$ cat config.mk
export PLATFORM = sky130hd
export DESIGN_NAME = text_window_scroller
export DESIGN_NICKNAME = d
export VERILOG_FILES = /design/src/rtl/text_window_scroller.sv
export SDC_FILE = /design/constraint.sdc
export NUM_CORES = 1
export LEC_CHECK = 0
export BUFFER_PORTS_ARGS = -buffer_cell sky130_fd_sc_hd__buf_2
export CAP_MARGIN = 20
export CORE_UTILIZATION = 61
export CTS_CLUSTER_SIZE = 30
export DETAILED_ROUTE_END_ITERATION = 7
export GPL_TIMING_DRIVEN = 0
export PLACE_DENSITY = 0.84
export SYNTH_ARGS = -nofsm -noshare
export SYNTH_HDL_FRONTEND = slang
export SYNTH_SLANG_ARGS = --single-unit
$ cat constraint.sdc
create_clock -name clk -period 3.2 [get_ports clk]
set_input_delay 0.32 -clock clk [delete_from_list [all_inputs] [get_ports clk]]
set_output_delay 0.32 -clock clk [all_outputs]
set_load 0.01 [all_outputs]
$ cat src/rtl/text_window_scroller.sv
// Text window scroller: reads the message ROM one character per clock,
// stages a NUM_DIGITS-wide window and commits it atomically, advancing the
// window start by one position every STEP_CYCLES clocks with wrap at MSG_LEN.
//
// state  | meaning
// -------+-------------------------------------------------------------
// IDLE   | window stable, divider counting toward the next step
// FETCH  | one ROM read per clock into the staging buffer
// COMMIT | staging copied to window, pos advanced, step_done pulsed
module text_window_scroller #(
    parameter int MSG_LEN     = 12,
    parameter int NUM_DIGITS  = 4,
    parameter int STEP_CYCLES = 25000000,
    parameter int ADDR_W      = 4,
    parameter int CODE_W      = 4,
    parameter int RESET_CODE  = 15
) (
    input  logic                         clk,
    input  logic                         rst_n,
    input  logic                         en,
    input  logic                         restart,
    input  logic [CODE_W-1:0]            char_code,
    output logic [ADDR_W-1:0]            rom_addr,
    output logic [NUM_DIGITS*CODE_W-1:0] window,
    output logic                         window_valid,
    output logic                         busy,
    output logic                         step_done
);

    localparam int DIV_W = (STEP_CYCLES > 1) ? $clog2(STEP_CYCLES) : 1;
    localparam int IDX_W = (NUM_DIGITS > 1) ? $clog2(NUM_DIGITS) : 1;
    localparam logic [DIV_W-1:0]  DIV_LAST = DIV_W'(STEP_CYCLES - 1);
    localparam logic [IDX_W-1:0]  IDX_LAST = IDX_W'(NUM_DIGITS - 1);
    localparam logic [ADDR_W-1:0] ADDR_LAST = ADDR_W'(MSG_LEN - 1);
    localparam logic [NUM_DIGITS*CODE_W-1:0] WINDOW_RESET =
        {NUM_DIGITS{CODE_W'(RESET_CODE)}};

    typedef enum logic [1:0] {S_IDLE, S_FETCH, S_COMMIT} state_t;

    state_t                          state_q, state_d;
    logic [ADDR_W-1:0]               pos_q, pos_d;
    logic [ADDR_W-1:0]               rom_addr_q, rom_addr_d;
    logic [DIV_W-1:0]                div_q, div_d;
    logic [IDX_W-1:0]                idx_q, idx_d;
    logic                            init_pending_q, init_pending_d;
    logic [CODE_W-1:0]               staging_q [NUM_DIGITS];
    logic [CODE_W-1:0]               staging_d [NUM_DIGITS];
    logic [NUM_DIGITS*CODE_W-1:0]    window_q, window_d;
    logic                            window_valid_q, window_valid_d;
    logic                            step_done_q, step_done_d;
    logic                            trigger;

    // Modular increment; all address arithmetic stays inside 0..MSG_LEN-1.
    function automatic logic [ADDR_W-1:0] addr_inc(input logic [ADDR_W-1:0] a);
        return (a == ADDR_LAST) ? '0 : a + ADDR_W'(1);
    endfunction

    assign trigger = (state_q == S_IDLE) && en && (init_pending_q || (div_q == DIV_LAST));

    // State register.
    always_ff @(posedge clk or negedge rst_n) begin
        if (!rst_n) state_q <= S_IDLE;
        else        state_q <= state_d;
    end

    // Next-state logic; restart forces IDLE from any state.
    always_comb begin
        state_d = state_q;
        case (state_q)
            S_IDLE:   if (trigger) state_d = S_FETCH;
            S_FETCH:  if (idx_q == IDX_LAST) state_d = S_COMMIT;
            S_COMMIT: state_d = S_IDLE;
            default:  state_d = S_IDLE;
        endcase
        if (restart) state_d = S_IDLE;
    end

    // Datapath next values: divider, fetch addressing, staging and commit.
    always_comb begin
        pos_d          = pos_q;
        rom_addr_d     = rom_addr_q;
        div_d          = div_q;
        idx_d          = idx_q;
        init_pending_d = init_pending_q;
        staging_d      = staging_q;
        window_d       = window_q;
        window_valid_d = window_valid_q;
        step_done_d    = 1'b0;

        // Divider parks at its last value if a step is due while not IDLE,
        // so the step is taken as soon as the machine returns to IDLE.
        if (trigger) begin
            div_d = '0;
        end else if (en && (div_q != DIV_LAST)) begin
            div_d = div_q + DIV_W'(1);
        end

        case (state_q)
            S_IDLE: begin
                if (trigger) begin
                    idx_d          = '0;
                    rom_addr_d     = pos_q;
                    init_pending_d = 1'b0;
                end
            end
            S_FETCH: begin
                staging_d[idx_q] = char_code;
                rom_addr_d       = addr_inc(rom_addr_q);
                idx_d            = idx_q + IDX_W'(1);
            end
            S_COMMIT: begin
                for (int i = 0; i < NUM_DIGITS; i++) begin
                    window_d[(NUM_DIGITS-1-i)*CODE_W +: CODE_W] = staging_q[i];
                end
                window_valid_d = 1'b1;
                step_done_d    = 1'b1;
                pos_d          = addr_inc(pos_q);
                rom_addr_d     = addr_inc(pos_q);
            end
            default: ;
        endcase

        // Restart abandons any fetch in flight but keeps the visible window.
        if (restart) begin
            pos_d          = '0;
            rom_addr_d     = '0;
            div_d          = '0;
            idx_d          = '0;
            init_pending_d = 1'b1;
            window_d       = window_q;
            window_valid_d = window_valid_q;
            step_done_d    = 1'b0;
        end
    end

    // Datapath registers.
    always_ff @(posedge clk or negedge rst_n) begin
        if (!rst_n) begin
            pos_q          <= '0;
            rom_addr_q     <= '0;
            div_q          <= '0;
            idx_q          <= '0;
            init_pending_q <= 1'b1;
            for (int i = 0; i < NUM_DIGITS; i++) staging_q[i] <= CODE_W'(RESET_CODE);
            window_q       <= WINDOW_RESET;
            window_valid_q <= 1'b0;
            step_done_q    <= 1'b0;
        end else begin
            pos_q          <= pos_d;
            rom_addr_q     <= rom_addr_d;
            div_q          <= div_d;
            idx_q          <= idx_d;
            init_pending_q <= init_pending_d;
            staging_q      <= staging_d;
            window_q       <= window_d;
            window_valid_q <= window_valid_d;
            step_done_q    <= step_done_d;
        end
    end

    // Outputs.
    always_comb begin
        busy         = (state_q != S_IDLE);
        rom_addr     = rom_addr_q;
        window       = window_q;
        window_valid = window_valid_q;
        step_done    = step_done_q;
    end

endmodule

* Yosys cells after proc, flatten, opt, wreduce, memory -nomap -nowiden
Index checks and enable logic that the tools add are counted.
** Cells by class
- Add/sub/neg operators :: 4
- Order comparisons :: 2
- Eq/ne operators :: 9
- Mux-type cells :: 25
- Bitwise operators :: 2
- Reductions and logical operators :: 18
** Operators with widths (count)
- 2-to-1 mux 25 bit :: 3
- 2-to-1 mux 4 bit :: 7
- adder 25 x 1 -> 25 bit (second input constant) :: 1
- equality test 25 bit (second input constant) :: 1
- != test 25 bit (second input constant) :: 1
- bitwise mux 16 bit :: 1
- case mux 4 bit (3 select lines) :: 1
- 2-to-1 mux 2 bit :: 5
- AND reduction 2 bit :: 5
- adder 4 x 1 -> 4 bit (second input constant) :: 2
- demux 4 bit (select 2 bit) :: 1
- equality test 4 bit (second input constant) :: 2
- case mux 2 bit (2 select lines) :: 2
- nonzero test 2 bit :: 4
- != test 3 bit (second input constant) :: 2
- nonzero test 3 bit :: 2
- 2-to-1 mux 1 bit :: 5
- equality test 2 bit (second input constant) :: 2
- logical AND 1 bit :: 4
- nonzero test 4 bit :: 1
- >= comparator 3 bit (second input constant) :: 1
- less-than comparator 3 x 1 -> 1 bit (second input constant) :: 1
- inverter 2 -> 3 bit :: 1
- adder 2 x 1 -> 2 bit (second input constant) :: 1
- 4 further kinds :: 4
** Word-level totals
- Bits in registers :: 72

* Longest topological paths before layout
Gate-level depths: netlist of run 1.
- Depth after elaboration :: 6
- Mapped depth :: 8

* Worst setup path before layout of run 1
No wires, ideal clock.
- Kind :: flip-flop to flip-flop
- Start point :: register state_q[0]
- End point :: register rom_addr_q[0] (netlist: rom_addr[0])
- Setup slack :: 1.252 ns
- Library setup time :: 0.125 ns
- Buffers on the path :: 1
- Stages on the path, launching flop included :: 9
- Period minus slack after synthesis :: 1.948 ns
- Data arrival time :: 1.824 ns
- Required time :: 3.075 ns
- Cell sequence :: dfrtp_1 -> inv_1 -> ha_1 -> clkbuf_2 -> nand2_1 -> nand4b_2 -> o21ai_2 -> nand2b_1 -> mux2_2
** Between the ends
- Word-level cells in the longest chain between the ends :: 5
** RTL lines
- from (decl) :: line 40 : state_t state_q, state_d;
- from (signal assigned) :: line 63 : else state_q <= state_d;
- logical NOT 2 bit :: line 58, 98
- logical AND 1 bit (2 in a row) :: line 58 : assign trigger = (state_q == S_IDLE) && en && (init_pending_q || (div_q == DIV_LAST));
- != test 3 bit (no source line)
- AND reduction 2 bit (no source line)
- to (signal assigned) :: line 150 : rom_addr_q <= rom_addr_d;
- to (decl) :: line 42 : logic [ADDR_W-1:0] rom_addr_q, rom_addr_d;
Parallel ways exist; a longest one is shown, timed or not.
A chain may end at the register's enable or synchronous reset.

* Worst setup path in the final report of run 1
- Start point :: register state_q[0]
- End point :: register rom_addr_q[3] (netlist: rom_addr[3])
Same word-level chain as after synthesis.

==> results of run 1 <==
## how the worst max path moves through the flow
stage | startpoint | to | depth (start not counted)
detailed placement | state_q[0]$_DFFE_PN0P_ | rom_addr[3]$_DFFE_PN0P_ | 8
global route | state_q[0]$_DFFE_PN0P_ | rom_addr[0]$_DFFE_PN0P_ | 8
global placement | state_q[0]$_DFFE_PN0P_ | rom_addr[0]$_DFFE_PN0P_ | 8
finish | state_q[0]$_DFFE_PN0P_ | rom_addr[3]$_DFFE_PN0P_ | 8
floorplan | state_q[0]$_DFFE_PN0P_ | rom_addr[0]$_DFFE_PN0P_ | 8
CTS | state_q[0]$_DFFE_PN0P_ | rom_addr[3]$_DFFE_PN0P_ | 8
## critical path, stage by stage (launching register included)
cell	delay, ns
dfrtp_1	0.43
inv_1	0.11
ha_1	0.14
clkbuf_2	0.19
nand2_1	0.11
nand4b_2	0.28
o21ai_2	0.35
nand2b_1	0.21
mux2_2	0.35
## flip-flops by register name, indices dropped and copies added, names as in the netlist, 2 cells and up
signal / flops
window: 16
staging_q: 16
idx_q: 2
div_q: 25
rom_addr: 4
state_q: 2
pos_q: 4
## metrics by stage
stage / hold slack, ns / utilization, % / cells / worst slack (ns)
6_report: 0.0845 / 71.9 / 437 / 0.931
5_1_grt: 0.167 / 71.9 / 437 / 0.812
4_1_cts: 0.118 / 71.9 / 437 / 0.934
3_5_place_dp: 0.447 / 69.0 / 421 / 0.953
3_3_place_gp: 0.446 / 69.0 / 421 / 0.986
2_1_floorplan: 0.0244 / - / 319 / 1.25
## synth_stat cells, types with 2 or more instances
cell type  number  area (µm²)
buf_6           2        22.5
dfstp_2        33         867
nand3_1        12        60.1
xor2_1         11        96.3
and3_1          7        43.8
o31ai_1         3        22.5
nor3b_1         2        15.0
or3_1           4        25.0
nand3b_1        4        30.0
mux2_2         34         383
nor2_1         30         113
nand2_1        17        63.8
a21oi_1        15        75.1
and2_1          2        12.5
and4_2          2        20.0
nand2b_1        8        50.1
ha_1           11         138
mux2i_1         6        60.1
o211ai_1        4        30.0
a311oi_1        3        26.3
dfrtp_1        39         976
nor3_1          4        20.0
or4_1           2        15.0
buf_2           3        15.0
inv_1           9        33.8
nand4_1         3        18.8
clkbuf_1        2        7.51
o21ai_0         9        45.0
and4_1          3        26.3
nor2b_1         2        12.5
xnor2_1         8        70.1
## logic make-up after synthesis
group	after synthesis	synth area share (%)
multiplexers	40	12.1
flip-flops	72	50.5
AO/OA/AOI/OAI	45	8.26
adder cells (fa/ha/maj)	11	3.77
buffers and inverters	19	2.61
AND/OR/NAND/NOR	113	18.2
XOR/XNOR	19	4.56
## report_power, final
part           switching (W)  internal [W]
clock               0.000340      0.000278
sequential          0.000107       0.00120
combinational       0.000296      0.000289
total               0.000744       0.00177
## area by class of cell
class                      count  area share (%)
multi-input combinational    228            42.2
tap                           72            2.22
buffer                        10            1.51
inverter                       9           0.833
clock buffer                  10            3.15
clock inverter                 6           0.864
timing repair buffer          30            3.76
sequential                    72            45.4
## cell usage in the layout, fill, tap and decap left out, types with 7 or more instances in the layout
cell type	netlist	layout
a21oi_1	15	15
and3_1	7	7
buf_2	3	32
clkbuf_8	0	9
dfrtp_1	39	39
dfstp_2	33	33
ha_1	11	11
inv_1	9	9
mux2_2	34	34
nand2_1	17	17
nand2b_1	8	8
nand3_1	12	12
nor2_1	30	30
o21ai_0	9	9
xnor2_1	8	8
xor2_1	11	11
## metal layers
metal	wire length (µm)	GRT usage (%)	share of wire (%)	up-vias
met3	299	5.40	4.3	12
met5	0	0	0	-
met2	3200	37.2	46	78
met4	133	11.1	1.9	0
met1	3300	34.8	48	1281
li1	-	-	-	1223
==> key figures, run 1 <==
Floorplanning
  • Row count: 27
  • Initial core utilization: 64.7%
  • DIE AREA: 6300 µm²
  • Die Y-Extent: 79.4 µm
  • Chip Width: 79.4 µm
  • Ports: 31
  • Area of the core: 5640 µm²

Placed design
  • Gpl congestion: 0.819
  • HPWL after DPL: 4.69 mm
  • Port buffer count: 30
  • Placed cell area: 3890 µm²

CTS
  • Hold Buf Count CTS: 0
  • Root Buffer: clkbuf_8
  • Worst-path clk slew: 0.08 ns
  • Clock Latency Late Sink: 0.35 ns
  • Cts repair resizes: 0
  • Max Root-Sink Buffers: 2
  • Postcts setup bufs: 0
  • CTS Sinks: 72
  • CTS tree: built
  • CTS H-tree depth: 3
  • Cts bufs inserted: 9

Timing
  • RSZ-0062 raised after global routing: false
  • Worst Tran Pin Value: 0.892 ns
  • Min Tclk post-route: 2.27 ns
  • Max frequency: 0.441 GHz
  • Aggregate negative setup slack: 0 ns
  • Setup violators final: 0
  • Final Hold Viols: 0
  • Crit share post-route: 70.9%
  • Relative slew slack: 40.6%
  • Slew Limit Fails: 0
  • Clk_skew: 0.00496 ns

Yosys
  • Synthesized area: 3650 µm²
  • Seq/Total Area, Yosys: 50.5%
  • Avg Inst Size Synth: 11.4 µm²
  • Flops & latches, synth: 72
  • Top FF cell, synth: dfrtp_1
  • Post-synth ARST share: 100%
  • Yosys warning count: 0
  • Syn Nets: 338
  • Synthesized instance count: 319
  • Post-synth EDFFs: 0
  • Yosys cell types: 56

Worst setup path
  • Worst EP arrival: 2.51 ns
  • FF-to-FF path depth: 8
  • CP Class: reg -> reg
  • RR Startpoint: state_q[0]$_DFFE_PN0P_
  • CP Max Fanout: 8
  • Crit start category: flop
  • R2r endpoint: rom_addr[3]$_DFFE_PN0P_
  • Flop-to-flop setup slack: 0.93 ns
  • Worst Setup End Kind: flop
  • Data required time at the worst endpoint: 3.44 ns

Drt
  • DR vias/cell: 5.94
  • WL per Instance: 15.9 µm
  • DR iter-0 viols: 126
  • Pre-Repair DR Iteration Count: 4
  • Final ANT Viol Nets: 0
  • Residual DRC: 0
  • Post-Route WL: 6.93 mm
  • Routed via count: 2,594

Pwr
  • Pleak: 1.76 nW
  • Tot Pwr: 0.00251 W
  • Power Density: 620 nW/µm²
  • Peak VDD IR: 428 µV

Layout
  • FILL cells: 406
  • Antenna Cells: 0
  • Area of the multi-input gates: 1710 µm²
  • Syn-to-layout area delta: 11.1%
  • Layout net count: 379
  • Design area: 4060 µm²
  • Layout cell share with drive strength beyond 1: 36.4%
  • Register area: 1840 µm²

Global route
  • Grt ovf: 0
  • Initial antenna violation count: 0
  • GR Util All Layers: 24.9%
  • Largest net degree at the start of global routing: 73
  • Vias in the first global route: 2,509
  • First-pass GRT wire length: 11.8 mm

Job
  • Max-cap violations: 0

Status
  • Run status: finished clean

Min path
  • Hold Path Class: in -> async
No activity file was read; power rests on OpenSTA's default activity.
==> inputs of run 2 (changes only) <==
--- a/config.mk
+++ b/config.mk
@@ -5,13 +5,14 @@
 export SDC_FILE = /design/constraint.sdc
 export NUM_CORES = 1
 export LEC_CHECK = 0
+export ABC_AREA = 1
 export BUFFER_PORTS_ARGS = -buffer_cell sky130_fd_sc_hd__buf_2
 export CAP_MARGIN = 20
-export CORE_UTILIZATION = 61
+export CORE_UTILIZATION = 60
 export CTS_CLUSTER_SIZE = 30
 export DETAILED_ROUTE_END_ITERATION = 7
 export GPL_TIMING_DRIVEN = 0
-export PLACE_DENSITY = 0.84
+export PLACE_DENSITY = 0.83
 export SYNTH_ARGS = -nofsm -noshare
 export SYNTH_HDL_FRONTEND = slang
 export SYNTH_SLANG_ARGS = --single-unit
==> constraint.sdc (replaced) <==
create_clock -name clk -period 2.2 [get_ports clk]
set_input_delay 0.22 -clock clk [delete_from_list [all_inputs] [get_ports clk]]
set_output_delay 0.22 -clock clk [all_outputs]
set_load 0.01 [all_outputs]
==> key figures, run 2 <==
Yosys
  • Synthesized instance count: 537 (+68%)
  • Yosys top cell area share: 24.3% (-2.5 points)
  • Synthesized area: 4020 µm² (+10%)
  • Most frequent cell after synthesis: nand2_1
  • Avg Inst Size Synth: 7.49 µm² (-35%)
  • Flops & latches, synth: 72 (unchanged)
  • Seq/Total Area, Yosys: 45.8% (-4.7 points)
  • Syn Nets: 556 (+64%)
  • Top post-synthesis cells by area: dfrtp_1, dfstp_2, nand2_1
  • Post-synth ARST share: 100% (unchanged)
  • Synth top cells by count: nand2_1, inv_1, nor2_1, dfrtp_1, dfstp_2
  • Top FF cell, synth: dfrtp_1
  • Yosys cell types: 28 (-50%)
  • Cell type with the largest total area after synthesis: dfrtp_1
  • Post-synth EDFFs: 0 (unchanged)
  • Yosys warning count: 0 (unchanged)

Floorplanning
  • Ports: 31 (unchanged)
  • Die Y-Extent: 83.9 µm (+5.7%)
  • Row count: 29 (+7.4%)
  • Initial core utilization: 62.6% (-2.1 points)
  • Area of the core: 6420 µm² (+14%)
  • Chip Width: 83.9 µm (+5.7%)
  • DIE AREA: 7040 µm² (+12%)

Pwr
  • Power Density: 1020 nW/µm² (+65%)
  • Peak VDD IR: 819 µV (+92%)
  • Pleak: 2.20 nW (+25%)

Worst setup path
  • Most used cell, CP: nand2_1
  • CP Max Fanout: 10 (+2)
  • Crit start category: flop
  • Worst Setup End Kind: flop
  • CP Class: reg -> reg
  • Worst path cell trace: ha_1, nand3_2, inv_2, nand2_1, nor2_2, nand2_2, nand2_4, inv_4, buf_6, nand2_1, nand2_1, inv_1, nor2_1
  • Slowest-stage cell, CP: dfrtp_1
  • Worst EP arrival: 2.17 ns (-0.34 ns)
  • Worst path max stage delay: 0.40 ns (-0.03 ns)
  • Data required time at the worst endpoint: 2.46 ns (-0.98 ns)

Layout
  • FILL cells: 521 (+28%)
  • Most common cell after layout, fill and taps aside: nand2_1
  • Syn-to-layout area delta: 11.6%
  • Top reg by flops: div_q
  • Register area: 1840 µm² (unchanged)
  • Most frequent cells in the layout: nand2_1, inv_1, nor2_1, dfrtp_1, dfstp_2
  • Layout cell share with drive strength beyond 1: 18.7% (-18 points)
  • Layout net count: 596 (+57%)
  • Antenna Cells: 0 (unchanged)
  • Area of the multi-input gates: 1860 µm² (+8.7%)
  • Max reg flops: 25 (unchanged)
  • Finished Layout Cells: 659 (+51%)

Status
  • Run status: finished with violations
  • Violated checks: hold timing

Placed design
  • Dpl cells: 643 (+53%)
  • Gpl congestion: 0.922 (+13%)
  • HPWL after DPL: 6.46 mm (+38%)
  • Port buffer count: 29 (-3.3%)

CTS
  • Cts repair resizes: 0 (unchanged)
  • Cts bufs inserted: 9 (unchanged)
  • CTS H-tree depth: 3 (unchanged)
  • Max Root-Sink Buffers: 2 (unchanged)
  • Root Buffer: clkbuf_8
  • Worst-path clk slew: 0.08 ns (about the same)
  • Hold Buf Count CTS: 0 (unchanged)
  • Postcts setup bufs: 0 (unchanged)
  • CTS tree: built
  • Clock Latency Late Sink: 0.36 ns (about the same)
  • CTS Sinks: 72 (unchanged)

Timing
  • Max frequency: 0.523 GHz (+19%)
  • Final Hold Viols: 20 (+20)
  • Slew Limit Fails: 0 (unchanged)
  • Setup violators final: 0 (unchanged)
  • Worst Tran Pin Value: 0.886 ns (-0.00541 ns)
  • Crit share post-route: 86.9% (+16 points)
  • Aggregate negative setup slack: 0 ns (unchanged)
  • Min Tclk post-route: 1.91 ns (-0.356 ns)
  • Relative slew slack: 40.9% (+0.36 points)
  • Hold WS: -0.0508 ns (-0.135 ns)
  • RSZ-0062 raised after global routing: false
  • Clk_skew: 0.00558 ns (+0.000627 ns)

Drt
  • Residual DRC: 0 (unchanged)
  • Final ANT Viol Nets: 0 (unchanged)
  • WL per Instance: 13.9 µm (-13%)
  • DR iter-0 viols: 281 (+120%)
  • Post-Route WL: 9.13 mm (+32%)
  • Pre-Repair DR Iteration Count: 5 (+1)
  • DR vias/cell: 5.53 (-6.8%)
  • Routed via count: 3,646 (+41%)

Global route
  • First-pass GRT wire length: 15.7 mm (+33%)
  • Vias in the first global route: 3,572 (+42%)
  • GR Util All Layers: 27.9% (+3.0 points)
  • Grt ovf: 0 (unchanged)
  • Largest net degree at the start of global routing: 73 (unchanged)
  • Initial antenna violation count: 0 (unchanged)

Min path
  • Hold Path Class: in -> async

Job
  • Max-cap violations: 0 (unchanged)
==> run 2: cell types whose count changed after synthesis, sizes merged, moves of 8 or more <==
cell	previous run	this run
a21oi	15	6
nand4	4	27
inv	9	59
nand2b	8	0
and3	8	0
mux2	34	0
nor2	30	58
nand2	17	205
nand3	13	36
xnor2	8	0
o21ai	12	27
==> run 2: final cells by class <==
cell class / count / share of cell area, %
flip-flops and latches: 72 / 41.1
inverters: 59 / 4.99
multi-input cells: 390 / 41.4
well taps: 77 / 2.15
clock buffers: 9 / 2.76
repair buffers: 29 / 3.29
clock inverters: 7 / 2.20
plain buffers: 16 / 2.12
==> run 2: worst paths after layout <==
check	slack, ns	depth (start not counted)	start	end
min	-0.05	1	rst_n	div_q[16]$_DFFE_PN0P_
max reg2reg	0.29	13	div_q[0]$_DFFE_PN0P_	div_q[5]$_DFFE_PN0P_
max in group asynchronous	1.65	1	rst_n	div_q[22]$_DFFE_PN0P_
min in group clk	0.16	3	char_code[1]	staging_q[13]$_DFFE_PN1P_
min reg2reg	0.47	2	window[10]$_DFFE_PN1P_	window[10]$_DFFE_PN1P_
max	0.29	13	div_q[0]$_DFFE_PN0P_	div_q[5]$_DFFE_PN0P_
==> run 2: critical path: cells and delay by family, from the launching register on <==
kind	cells	cell delay, ns
AND/OR/NAND/NOR	8	0.81
flip-flops	1	0.40
buffers and inverters	4	0.38
adder cells (fa/ha/maj)	1	0.23
==> run 2: per-layer routing <==
layer / vias to the layer above / track usage (%) / share of wire [%]
met5: - / 0 / 0
met4: 0 / 12.1 / 2.0
met3: 19 / 5.14 / 4.7
met2: 104 / 47.8 / 50
met1: 1747 / 34.5 / 43
li1: 1776 / - / -
==> run 2: power by group <==
part / switching, W / internal (W)
combinational: 0.000829 / 0.000477
sequential: 0.000225 / 0.00185
clock: 0.000550 / 0.000652
total: 0.00160 / 0.00298
==> run 2: logic make-up after synthesis <==
family / synth area share, %
AO/OA/AOI/OAI: 5.23
XOR/XNOR: 1.09
adder cells (fa/ha/maj): 3.42
buffers and inverters: 7.93
flip-flops: 45.8
AND/OR/NAND/NOR: 36.5
==> run 2: per-stage QoR <==
step / setup WS, ns / hold WS [ns] / utilization [%] / instance area, µm² / total power [W]
finish: 0.288 / -0.0508 / 69.9 / 4490 / 0.00459
global route: 0.132 / 0.0367 / 69.9 / 4490 / 0.00486
CTS: 0.297 / 0.00572 / 69.9 / 4490 / 0.00461
detailed placement: 0.337 / 0.397 / 66.4 / 4270 / 0.00339
global placement: 0.392 / 0.449 / 66.4 / 4260 / 0.00332
floorplan: 0.602 / -0.0756 / - / 4020 / 0.00294
==> inputs of run 3 (changes only) <==
--- a/config.mk
+++ b/config.mk
@@ -8,11 +8,12 @@
 export ABC_AREA = 1
 export BUFFER_PORTS_ARGS = -buffer_cell sky130_fd_sc_hd__buf_2
 export CAP_MARGIN = 20
-export CORE_UTILIZATION = 60
+export CORE_UTILIZATION = 61
+export CTS_BUF_LIST = sky130_fd_sc_hd__clkbuf_2
 export CTS_CLUSTER_SIZE = 30
 export DETAILED_ROUTE_END_ITERATION = 7
 export GPL_TIMING_DRIVEN = 0
-export PLACE_DENSITY = 0.83
+export PLACE_DENSITY = 0.84
 export SYNTH_ARGS = -nofsm -noshare
 export SYNTH_HDL_FRONTEND = slang
 export SYNTH_SLANG_ARGS = --single-unit
==> key figures, run 3 (same netlist as run 2, synthesis figures left out) <==
Worst setup path
  • CP Class: reg -> reg
  • Flop-to-flop setup slack: 0.32 ns (+0.04 ns)
  • Worst path max stage delay: 0.44 ns (+0.04 ns)
  • Crit start category: flop
  • Worst Setup End Kind: flop
  • Worst path cell trace: ha_1, nand3_2, inv_2, nand2_1, nor2_2, nand2_2, nand2_4, inv_4, buf_2, nand4_1, nand2_1
  • CP Max Fanout: 10 (unchanged)
  • Data required time at the worst endpoint: 2.64 ns (+0.18 ns)
  • RR Startpoint: div_q[0]$_DFFE_PN0P_
  • Worst EP arrival: 2.31 ns (+0.14 ns)
  • Slowest-stage cell, CP: dfrtp_1
  • FF-to-FF path depth: 11 (-2)
  • Most used cell, CP: nand2_1
  • R2r endpoint: div_q[19]$_DFFE_PN0P_

CTS
  • Postcts setup bufs: 0 (unchanged)
  • Max Root-Sink Buffers: 2 (unchanged)
  • Hold Buf Count CTS: 6 (+6)
  • Root Buffer: clkbuf_2
  • CTS H-tree depth: 3 (unchanged)
  • Cts bufs inserted: 9 (unchanged)
  • CTS Sinks: 72 (unchanged)
  • CTS tree: built
  • Clock Latency Late Sink: 0.52 ns (+0.16 ns)
  • Cts repair resizes: 0 (unchanged)
  • Worst-path clk slew: 0.23 ns (+0.15 ns)

Timing
  • Crit share post-route: 85.2% (-1.7 points)
  • Final Hold Viols: 0 (-100%)
  • Slew Limit Fails: 0 (unchanged)
  • Clk_skew: 0.0232 ns (+0.0176 ns)
  • Setup violators final: 0 (unchanged)
  • Min Tclk post-route: 1.88 ns (-0.0371 ns)
  • Max frequency: 0.533 GHz (+2.0%)
  • Hold WS: 0.153 ns (+0.204 ns)
  • Aggregate negative setup slack: 0 ns (unchanged)
  • RSZ-0062 raised after global routing: false
  • Relative slew slack: 41.8% (+0.90 points)
  • Worst Tran Pin Value: 0.873 ns (-0.0136 ns)

Layout
  • Layout net count: 602 (+1.0%)
  • Top reg by flops: div_q
  • FILL cells: 511 (-1.9%)
  • Final Util: 70.1% (+0.25 points)
  • Antenna Cells: 0 (unchanged)
  • Most common cell after layout, fill and taps aside: nand2_1
  • Most frequent cells in the layout: nand2_1, inv_1, nor2_1, dfrtp_1, dfstp_2
  • Syn-to-layout area delta: 10.7%
  • Finished Layout Cells: 665 (+0.91%)
  • Max reg flops: 25 (unchanged)
  • Layout cell share with drive strength beyond 1: 18.5% (-0.19 points)

Drt
  • DR iter-0 viols: 219 (-22%)
  • Post-Route WL: 8.57 mm (-6.1%)
  • WL per Instance: 12.9 µm (-6.9%)
  • DR vias/cell: 5.29 (-4.4%)
  • Residual DRC: 0 (unchanged)
  • Routed via count: 3,516 (-3.6%)
  • Final ANT Viol Nets: 0 (unchanged)
  • Pre-Repair DR Iteration Count: 8 (+3)

Placed design
  • HPWL after DPL: 6.14 mm (-5.0%)
  • Gpl congestion: 0.912 (-1.2%)
  • Dpl cells: 643 (unchanged)
  • Port buffer count: 29 (unchanged)

Global route
  • Vias in the first global route: 3,376 (-5.5%)
  • Met2 Use GR: 45.7% (-2.1 points)
  • GR peak layer: met2
  • Grt ovf: 0 (unchanged)
  • First-pass GRT wire length: 14.9 mm (-4.7%)
  • Largest net degree at the start of global routing: 73 (unchanged)
  • Initial antenna violation count: 0 (unchanged)
  • GR Util All Layers: 26.7% (-1.2 points)
  • M3 GR Usage: 5.17% (+0.026 points)
  • M1 GR Usage: 34.4% (-0.18 points)

Floorplanning
  • Chip Width: 83.2 µm (-0.80%)
  • Die Y-Extent: 83.2 µm (-0.80%)
  • Row count: 29 (unchanged)
  • Area of the core: 6350 µm² (-1.1%)
  • Ports: 31 (unchanged)
  • Initial core utilization: 63.3% (+0.72 points)
  • DIE AREA: 6920 µm² (-1.6%)

Pwr
  • Tot Pwr: 0.00420 W (-8.5%)
  • Switch Pwr: 0.00158 W (-1.8%)
  • Clock power share: 19.6% (-6.6 points)
  • Sw Ratio: 37.5% (+2.5 points)
  • Power Density: 943 nW/µm² (-7.8%)
  • Peak VDD IR: 802 µV (-2.1%)
  • Pint: 0.00262 W (-12%)
  • Pleak: 2.19 nW (-0.55%)
  • Sequential share of power: 49.2% (+3.9 points)
  • Combinational cell fraction of total power: 31.2% (+2.7 points)

Status
  • Run status: finished clean

Min path
  • Hold Path End: pos_q[1]$_DFFE_PN0P_
  • Hold wc startpoint: restart
  • Hold Path Class: in -> reg
  • Hold depth: 2

Job
  • Max-cap violations: 0 (unchanged)
[run 3: cell count changes in the layout (fill, tap and decap cells not counted), sizes merged]
cell         previous run  this run
clkinv                  0         1
dlygate4sd3             0         6
bufinv                  2         1
[run 3: area by class of cell]
cell class / count / area, µm² / share of cell area [%]
inverters: 59 / 224 / 5.03
flip-flops and latches: 72 / 1840 / 41.4
clock inverters: 7 / 82.6 / 1.85
multi-input cells: 390 / 1860 / 41.8
well taps: 77 / 96.3 / 2.16
repair buffers: 35 / 208 / 4.66
clock buffers: 9 / 45.0 / 1.01
plain buffers: 16 / 95.1 / 2.13
[run 3: power groups by stage]
stage	clock [W]	combinational [W]	sequential (W)
global placement	0	0.00124	0.00207
CTS	0.000846	0.00131	0.00206
finish	0.000824	0.00131	0.00207
detailed placement	0	0.00130	0.00208
floorplan	0	0.000810	0.00213
global route	0.000893	0.00150	0.00212
[run 3: worst max-delay path by stage]
stage                                start                endpoint  slack, ns
finish                div_q[0]$_DFFE_PN0P_   div_q[19]$_DFFE_PN0P_       0.32
global route        state_q[0]$_DFFE_PN0P_  window[12]$_DFFE_PN1P_       0.12
CTS                   div_q[0]$_DFFE_PN0P_   div_q[19]$_DFFE_PN0P_       0.32
detailed placement    div_q[0]$_DFFE_PN0P_   div_q[19]$_DFFE_PN0P_       0.35
global placement      div_q[0]$_DFFE_PN0P_   div_q[15]$_DFFE_PN0P_       0.41
floorplan             div_q[0]$_DFFE_PN0P_    idx_q[0]$_DFFE_PN0P_       0.60
[run 3: per-stage QoR]
stage                     instance area [µm²]  setup WS, ns
after floorplan                          4020         0.602
after detailed placement                 4270         0.353
after global placement                   4260         0.413
after global routing                     4450         0.119
after CTS                                4450         0.317
final                                    4450         0.325
[run 3: worst max-delay path: cells and delay by family, from the launching register on]
family                   cells  cell delay [ns]
AND/OR/NAND/NOR              7             0.76
adder cells (fa/ha/maj)      1             0.22
buffers and inverters        3             0.35
flip-flops                   1             0.44
[run 3: per-layer routing]
metal	routed length [µm]	part of all wire, %
met5	0	0
met3	403	4.7
met2	4250	50
met1	3820	45
met4	98	1.1
